`config.mk`:
```
export PLATFORM = sky130hd
export DESIGN_NAME = mult_datapath_flat
export DESIGN_NICKNAME = d
export VERILOG_FILES = /design/src/rtl/mult_datapath_if.sv /design/src/rtl/mult_datapath.sv /design/src/flat_wrapper.sv
export SDC_FILE = /design/constraint.sdc
export NUM_CORES = 1
export LEC_CHECK = 0
export ABC_AREA = 1
export CAP_MARGIN = 25
export CORE_AREA = 2 2 87 89
export CTS_BUF_LIST = sky130_fd_sc_hd__clkbuf_4
export CTS_CLUSTER_SIZE = 28
export DETAILED_ROUTE_END_ITERATION = 10
export DIE_AREA = 0 0 89 91
export PLACE_DENSITY = 0.76
export SETUP_SLACK_MARGIN = 0.02
export SKIP_CTS_REPAIR_TIMING = 1
export SLEW_MARGIN = 10
export SYNTH_ARGS = -nofsm -noshare
export SYNTH_HDL_FRONTEND = slang
export SYNTH_SLANG_ARGS = --single-unit
```
`constraint.sdc`:
```
create_clock -name clk -period 4.35 [get_ports clk]
set_clock_uncertainty 0.1 [all_clocks]
set_input_delay 0.87 -clock clk [delete_from_list [all_inputs] [get_ports clk]]
set_output_delay 0.87 -clock clk [all_outputs]
set_load 0.05 [all_outputs]
```
`src/rtl/mult_datapath_if.sv`:
```
// Control/data bundle between the 8x8 multiplier control FSM and its datapath.
// The master drives operands and step controls; the datapath (slave) returns counter and results.
interface mult_datapath_if;
  logic        start;
  logic [7:0]  data_a;
  logic [7:0]  data_b;
  logic        clk_ena;
  logic        sclr_n;
  logic [1:0]  input_sel;
  logic [1:0]  shift_sel;
  logic        done;
  logic [1:0]  count;
  logic [15:0] product;
  logic [15:0] result;
  logic        result_valid;
  logic        acc_ovf;

  modport master (
    output start, data_a, data_b, clk_ena, sclr_n, input_sel, shift_sel, done,
    input  count, product, result, result_valid, acc_ovf
  );

  modport slave (
    input  start, data_a, data_b, clk_ena, sclr_n, input_sel, shift_sel, done,
    output count, product, result, result_valid, acc_ovf
  );
endinterface

```
`src/rtl/mult_datapath.sv`:
```
// Datapath of the 8x8 sequential multiplier: four 4x4 partial products are shifted and
// accumulated into a 16-bit register under external control; no sequencing lives here.
module mult_datapath (
  input  logic           clk,
  input  logic           reset_a,
  mult_datapath_if.slave bus
);

  logic [7:0]  r_a;
  logic [7:0]  r_b;
  logic [1:0]  r_count;
  logic [15:0] r_product;
  logic [15:0] r_result;
  logic        r_result_valid;
  logic        r_acc_ovf;

  logic [3:0]  w_nib_a;
  logic [3:0]  w_nib_b;
  logic [7:0]  w_pp;
  logic [15:0] w_shifted;
  logic [16:0] w_sum;

  // input_sel[1] picks the high nibble of a, input_sel[0] the high nibble of b.
  // NOTE: every combinational output gets a default first, so no path can infer a latch.
  always_comb begin
    w_nib_a = r_a[3:0];
    w_nib_b = r_b[3:0];
    if (bus.input_sel[1]) w_nib_a = r_a[7:4];
    if (bus.input_sel[0]) w_nib_b = r_b[7:4];
  end

  assign w_pp = {4'h0, w_nib_a} * {4'h0, w_nib_b};

  always_comb begin
    w_shifted = 16'h0000;
    case (bus.shift_sel)
      2'b00:   w_shifted = {8'h00, w_pp};
      2'b01:   w_shifted = {4'h0, w_pp, 4'h0};
      2'b10:   w_shifted = {w_pp, 8'h00};
      default: w_shifted = 16'h0000;
    endcase
  end

  // Bit 16 of the sum is the carry out of the accumulator.
  assign w_sum = {1'b0, r_product} + {1'b0, w_shifted};

  // NOTE: state is updated with non-blocking assignments so every register samples pre-edge values.
  always_ff @(posedge clk) begin
    if (reset_a) begin
      r_a            <= 8'h00;
      r_b            <= 8'h00;
      r_count        <= 2'b00;
      r_product      <= 16'h0000;
      r_result       <= 16'h0000;
      r_result_valid <= 1'b0;
      r_acc_ovf      <= 1'b0;
    end else begin
      if (bus.start) begin
        r_a <= bus.data_a;
        r_b <= bus.data_b;
      end

      // result captures the pre-add product even when a step lands on the same edge.
      r_result_valid <= bus.done;
      if (bus.done) r_result <= r_product;

      if (!bus.sclr_n) begin
        r_product <= 16'h0000;
        r_count   <= 2'b00;
        r_acc_ovf <= 1'b0;
      end else if (bus.clk_ena) begin
        r_product <= w_sum[15:0];
        r_count   <= r_count + 2'd1;
        r_acc_ovf <= r_acc_ovf | w_sum[16];
      end
    end
  end

  assign bus.count        = r_count;
  assign bus.product      = r_product;
  assign bus.result       = r_result;
  assign bus.result_valid = r_result_valid;
  assign bus.acc_ovf      = r_acc_ovf;

endmodule

```
`src/flat_wrapper.sv`:
```
// flat-port wrapper written by rule: the top's interface ports become plain ports
module mult_datapath_flat 
  (clk, reset_a, bus_start, bus_data_a, bus_data_b, bus_clk_ena, bus_sclr_n, bus_input_sel, bus_shift_sel, bus_done, bus_count, bus_product, bus_result, bus_result_valid, bus_acc_ovf);
  mult_datapath_if bus_i ();
  input  logic clk;
  input  logic reset_a;
  input wire logic [$bits(bus_i.start)-1:0] bus_start;
  input wire logic [$bits(bus_i.data_a)-1:0] bus_data_a;
  input wire logic [$bits(bus_i.data_b)-1:0] bus_data_b;
  input wire logic [$bits(bus_i.clk_ena)-1:0] bus_clk_ena;
  input wire logic [$bits(bus_i.sclr_n)-1:0] bus_sclr_n;
  input wire logic [$bits(bus_i.input_sel)-1:0] bus_input_sel;
  input wire logic [$bits(bus_i.shift_sel)-1:0] bus_shift_sel;
  input wire logic [$bits(bus_i.done)-1:0] bus_done;
  output wire logic [$bits(bus_i.count)-1:0] bus_count;
  output wire logic [$bits(bus_i.product)-1:0] bus_product;
  output wire logic [$bits(bus_i.result)-1:0] bus_result;
  output wire logic [$bits(bus_i.result_valid)-1:0] bus_result_valid;
  output wire logic [$bits(bus_i.acc_ovf)-1:0] bus_acc_ovf;
  assign bus_i.start = bus_start;
  assign bus_i.data_a = bus_data_a;
  assign bus_i.data_b = bus_data_b;
  assign bus_i.clk_ena = bus_clk_ena;
  assign bus_i.sclr_n = bus_sclr_n;
  assign bus_i.input_sel = bus_input_sel;
  assign bus_i.shift_sel = bus_shift_sel;
  assign bus_i.done = bus_done;
  assign bus_count = bus_i.count;
  assign bus_product = bus_i.product;
  assign bus_result = bus_i.result;
  assign bus_result_valid = bus_i.result_valid;
  assign bus_acc_ovf = bus_i.acc_ovf;
  mult_datapath u_core (.clk(clk), .reset_a(reset_a), .bus(bus_i));
endmodule
```
==> results.sh <==
export IMPL_final_cells=717
export IMPL_post_drt_wl_per_cell_um=14.2
export IMPL_yosys_most_used_dff="dfxtp_1"
export IMPL_p_switching_mw=0.433
export IMPL_power_density_nw_per_um2=269
export IMPL_route_detailed_drc=0
export IMPL_placed_cell_area_sq_um=4390
export IMPL_combPwrFrac_pct=35.4
export IMPL_insertion_delay_ns=0.37
export IMPL_finalPower_mw=1.31
export IMPL_critPathMaxStageDelay_ns=0.58
export IMPL_crit_fanout=8
export IMPL_crit_type="in -> reg"
export IMPL_power_frac_seq_pct=39.5
export IMPL_fin_worst_hold_slack_ns=0.375
export IMPL_yosys_top_cells_count="nand2_1, inv_1, nor2_1, dfxtp_1, o21ai_0"
export IMPL_grt_max_degree=33
export IMPL_min_from="u_core.r_a[5]$_SDFFE_PP0P_"
export IMPL_rows=31
export IMPL_numCtsBuffers=5
export IMPL_clock_sinks=52
export IMPL_fin_area_sq_um=4890
export IMPL_hp_class="reg -> reg"
export IMPL_cp_required_ns=4.54
export IMPL_critPathArrivalTime_ns=4.68
export IMPL_crit_chain="buf_12 -> nand2_8 -> o21ai_4 -> or2_4 -> fa_1 -> inv_2 -> fa_2 -> inv_2 -> fa_2 -> o21ai_2 -> a21oi_2 -> xor2_2 -> o22ai_1 -> ha_1 -> nand2_2 -> inv_2 -> nand2_1 -> nor3_1 -> nand2_1 -> nand3_1 -> nand3_2 -> nand2_1 -> inv_1"
export IMPL_cts_buffer_depth=2
export IMPL_finalCriticalPeriod_ns=4.49
export IMPL_setup_viol=9
export IMPL_num_vias=3641
export IMPL_endpoint_kind="flip-flop"
export IMPL_r2r_start="u_core.r_b[5]$_SDFFE_PP0P_"
export IMPL_reg2reg_depth=23
export IMPL_gp_congestion=0.986
export IMPL_p_int_mw=0.881
export IMPL_cts_tree="done"
export IMPL_ys_types=27
export IMPL_slew_limit_headroom_pct=44.3
export IMPL_grt_pass1_wl_mm=15.5
export IMPL_synth_area_leader_cell="dfxtp_1"
export IMPL_track_usage_pct=23.9
export IMPL_synth_nets=578
export IMPL_antenna_found_initial=0
export IMPL_setup_tns_final_ns=-0.769
export IMPL_fmax_mhz=223
export IMPL_clk_pin_slew_ns=0.15
export IMPL_post_place_ws_ns=-1.08
export IMPL_synth_seq_cells=52
export IMPL_yosysTopAreaCellShare_pct=30.7
export IMPL_hold_viol=0
export IMPL_cp_slowest_cell="fa_2"
export IMPL_ant_nets=0
export IMPL_dieArea_sq_um=8100
export IMPL_dpl_hpwl_mm=7.16
export IMPL_fin_ws_ns=-0.141
export IMPL_final_util_pct=68.5
export IMPL_power_leakage_nw=2.35
export IMPL_dr_first_iter_drc_count=232
export IMPL_synth_edf_count=0
export IMPL_wl_mm=10.2
export IMPL_syn_cell_area_sq_um=3390
export IMPL_grt_pass1_vias=3503
export IMPL_post_route_period_util_pct=103
export IMPL_violations="negative setup slack"
export IMPL_status="finished with violations"
export IMPL_peakVddDrop_uv=193
export IMPL_switching_share_pct=32.9
export IMPL_area_growth_syn_to_layout_pct=44.3
export IMPL_min_to="u_core.r_a[5]$_SDFFE_PP0P_"
export IMPL_fin_nets=677
export IMPL_die_h_um=91
export IMPL_initial_core_util_pct=47.5
export IMPL_ys_seq_area_share_pct=30.7
export IMPL_worst_pin_slew_ns=0.832
export IMPL_io_pins=62
export IMPL_io_buffer_count=61
export IMPL_die_width_um=89
export IMPL_slew_viol_final=0
export IMPL_ys_warn_count=0
export IMPL_r2r_end="u_core.bus.product[15]$_SDFFE_PP0P_"
export IMPL_worstSetupStartpointType="input port"
export IMPL_dp_cells=700
export IMPL_drive_gt1_share_pct=22.0
export IMPL_core_sq_um=7140
export IMPL_fillCellCount=595
export IMPL_power_share_clock_pct=25.1
export IMPL_cts_root_buf="clkbuf_4"
export IMPL_synth_avg_cell_area_sq_um=6.53
export IMPL_maxCapViolations=0
export IMPL_drt_vias_per_instance=5.08
export IMPL_hold_path_depth=2
export IMPL_synthTopCellsByArea="dfxtp_1, nand2_1, ha_1"
export IMPL_syn_inst=519
export IMPL_drt_pre_antenna_iters=5
export IMPL_async_flop_share_pct=0
export IMPL_reg2reg_slack_ns=0.03
export IMPL_num_antenna_cells=0
export IMPL_h_tree_depth=2
export IMPL_yosysMostFrequentCell="nand2_1"
export IMPL_grt_overflow=0
export IMPL_rsz0062_at_grt="true"
## area by class of cell
| class | count | area, sq um | area share, % |
|---|---|---|---|
| clock buffer | 5 | 37.5 | 0.767 |
| clock inverter | 2 | 60.1 | 1.23 |
| inverter | 93 | 352 | 7.19 |
| multi-input combinational | 361 | 2320 | 47.5 |
| timing repair buffer | 105 | 956 | 19.5 |
| sequential | 52 | 1040 | 21.3 |
| tap | 99 | 124 | 2.53 |
## how the worst max path moves through the flow
| stage | from | endpoint | slack (ns) | cells after the start |
|---|---|---|---|---|
| detailed placement | bus_input_sel[1] | u_core.bus.product[11]$_SDFFE_PP0P_ | -1.08 | 23 |
| global placement | bus_input_sel[1] | u_core.bus.product[13]$_SDFFE_PP0P_ | -0.98 | 22 |
| CTS | bus_input_sel[1] | u_core.bus.product[11]$_SDFFE_PP0P_ | -0.74 | 23 |
| finish | bus_input_sel[0] | u_core.bus.product[15]$_SDFFE_PP0P_ | -0.14 | 23 |
| global route | bus_input_sel[1] | u_core.bus.product[13]$_SDFFE_PP0P_ | -0.32 | 23 |
| floorplan | bus_input_sel[0] | u_core.bus.product[15]$_SDFFE_PP0P_ | -0.08 | 23 |
## logic make-up (layout without fill, tap and decap cells)
family / count (synthesis) / count (layout) / share of synthesized area (%)
AND/OR/NAND/NOR: 226 / 226 / 27.3
XOR/XNOR: 7 / 7 / 1.81
buffers and inverters: 106 / 205 / 12.3
AO/OA/AOI/OAI: 94 / 94 / 14.3
multiplexers: 1 / 1 / 0.295
flip-flops: 52 / 52 / 30.7
adder cells (fa/ha/maj): 33 / 33 / 13.3
## power by group through the flow
stage          combinational [mW]  sequential, mW  clock (mW)
6_report                    0.465           0.519       0.330
5_1_grt                     0.504           0.522       0.348
4_1_cts                     0.378           0.518       0.334
3_5_place_dp                0.375           0.529           0
3_3_place_gp                0.367           0.528           0
2_1_floorplan               0.178           0.579           0
## sequential cells by signal, indices dropped and copies added, names as in the netlist
name                     flops
u_core.bus.product          16
u_core.bus.result_valid      1
u_core.bus.acc_ovf           1
u_core.r_b                   8
u_core.bus.result           16
u_core.bus.count             2
u_core.r_a                   8
## placed cells by master (no fill, tap or decap), drive strengths merged, types with 3 or more instances in the layout
master,count
inv,93
clkbuf,5
nand4,3
buf,46
or2,6
clkdlybuf4s50,59
o22ai,8
nand3,27
o21ai,44
xor2,5
nand2,107
ha,28
dfxtp,52
a21oi,40
nor3,5
nor2,76
fa,5
## critical path: cells and delay by family
kind / cells / cell delay, ns
AO/OA/AOI/OAI: 4 / 0.45
adder cells (fa/ha/maj): 4 / 1.90
XOR/XNOR: 1 / 0.20
AND/OR/NAND/NOR: 9 / 0.92
buffers and inverters: 5 / 0.33
## metal layers
metal / track usage, % / share of wire [%]
met5: 0 / 0
met4: 5.97 / 1.9
met3: 3.00 / 5.0
met2: 41.0 / 50
met1: 31.3 / 44
Power figures use the tool's default switching activity.
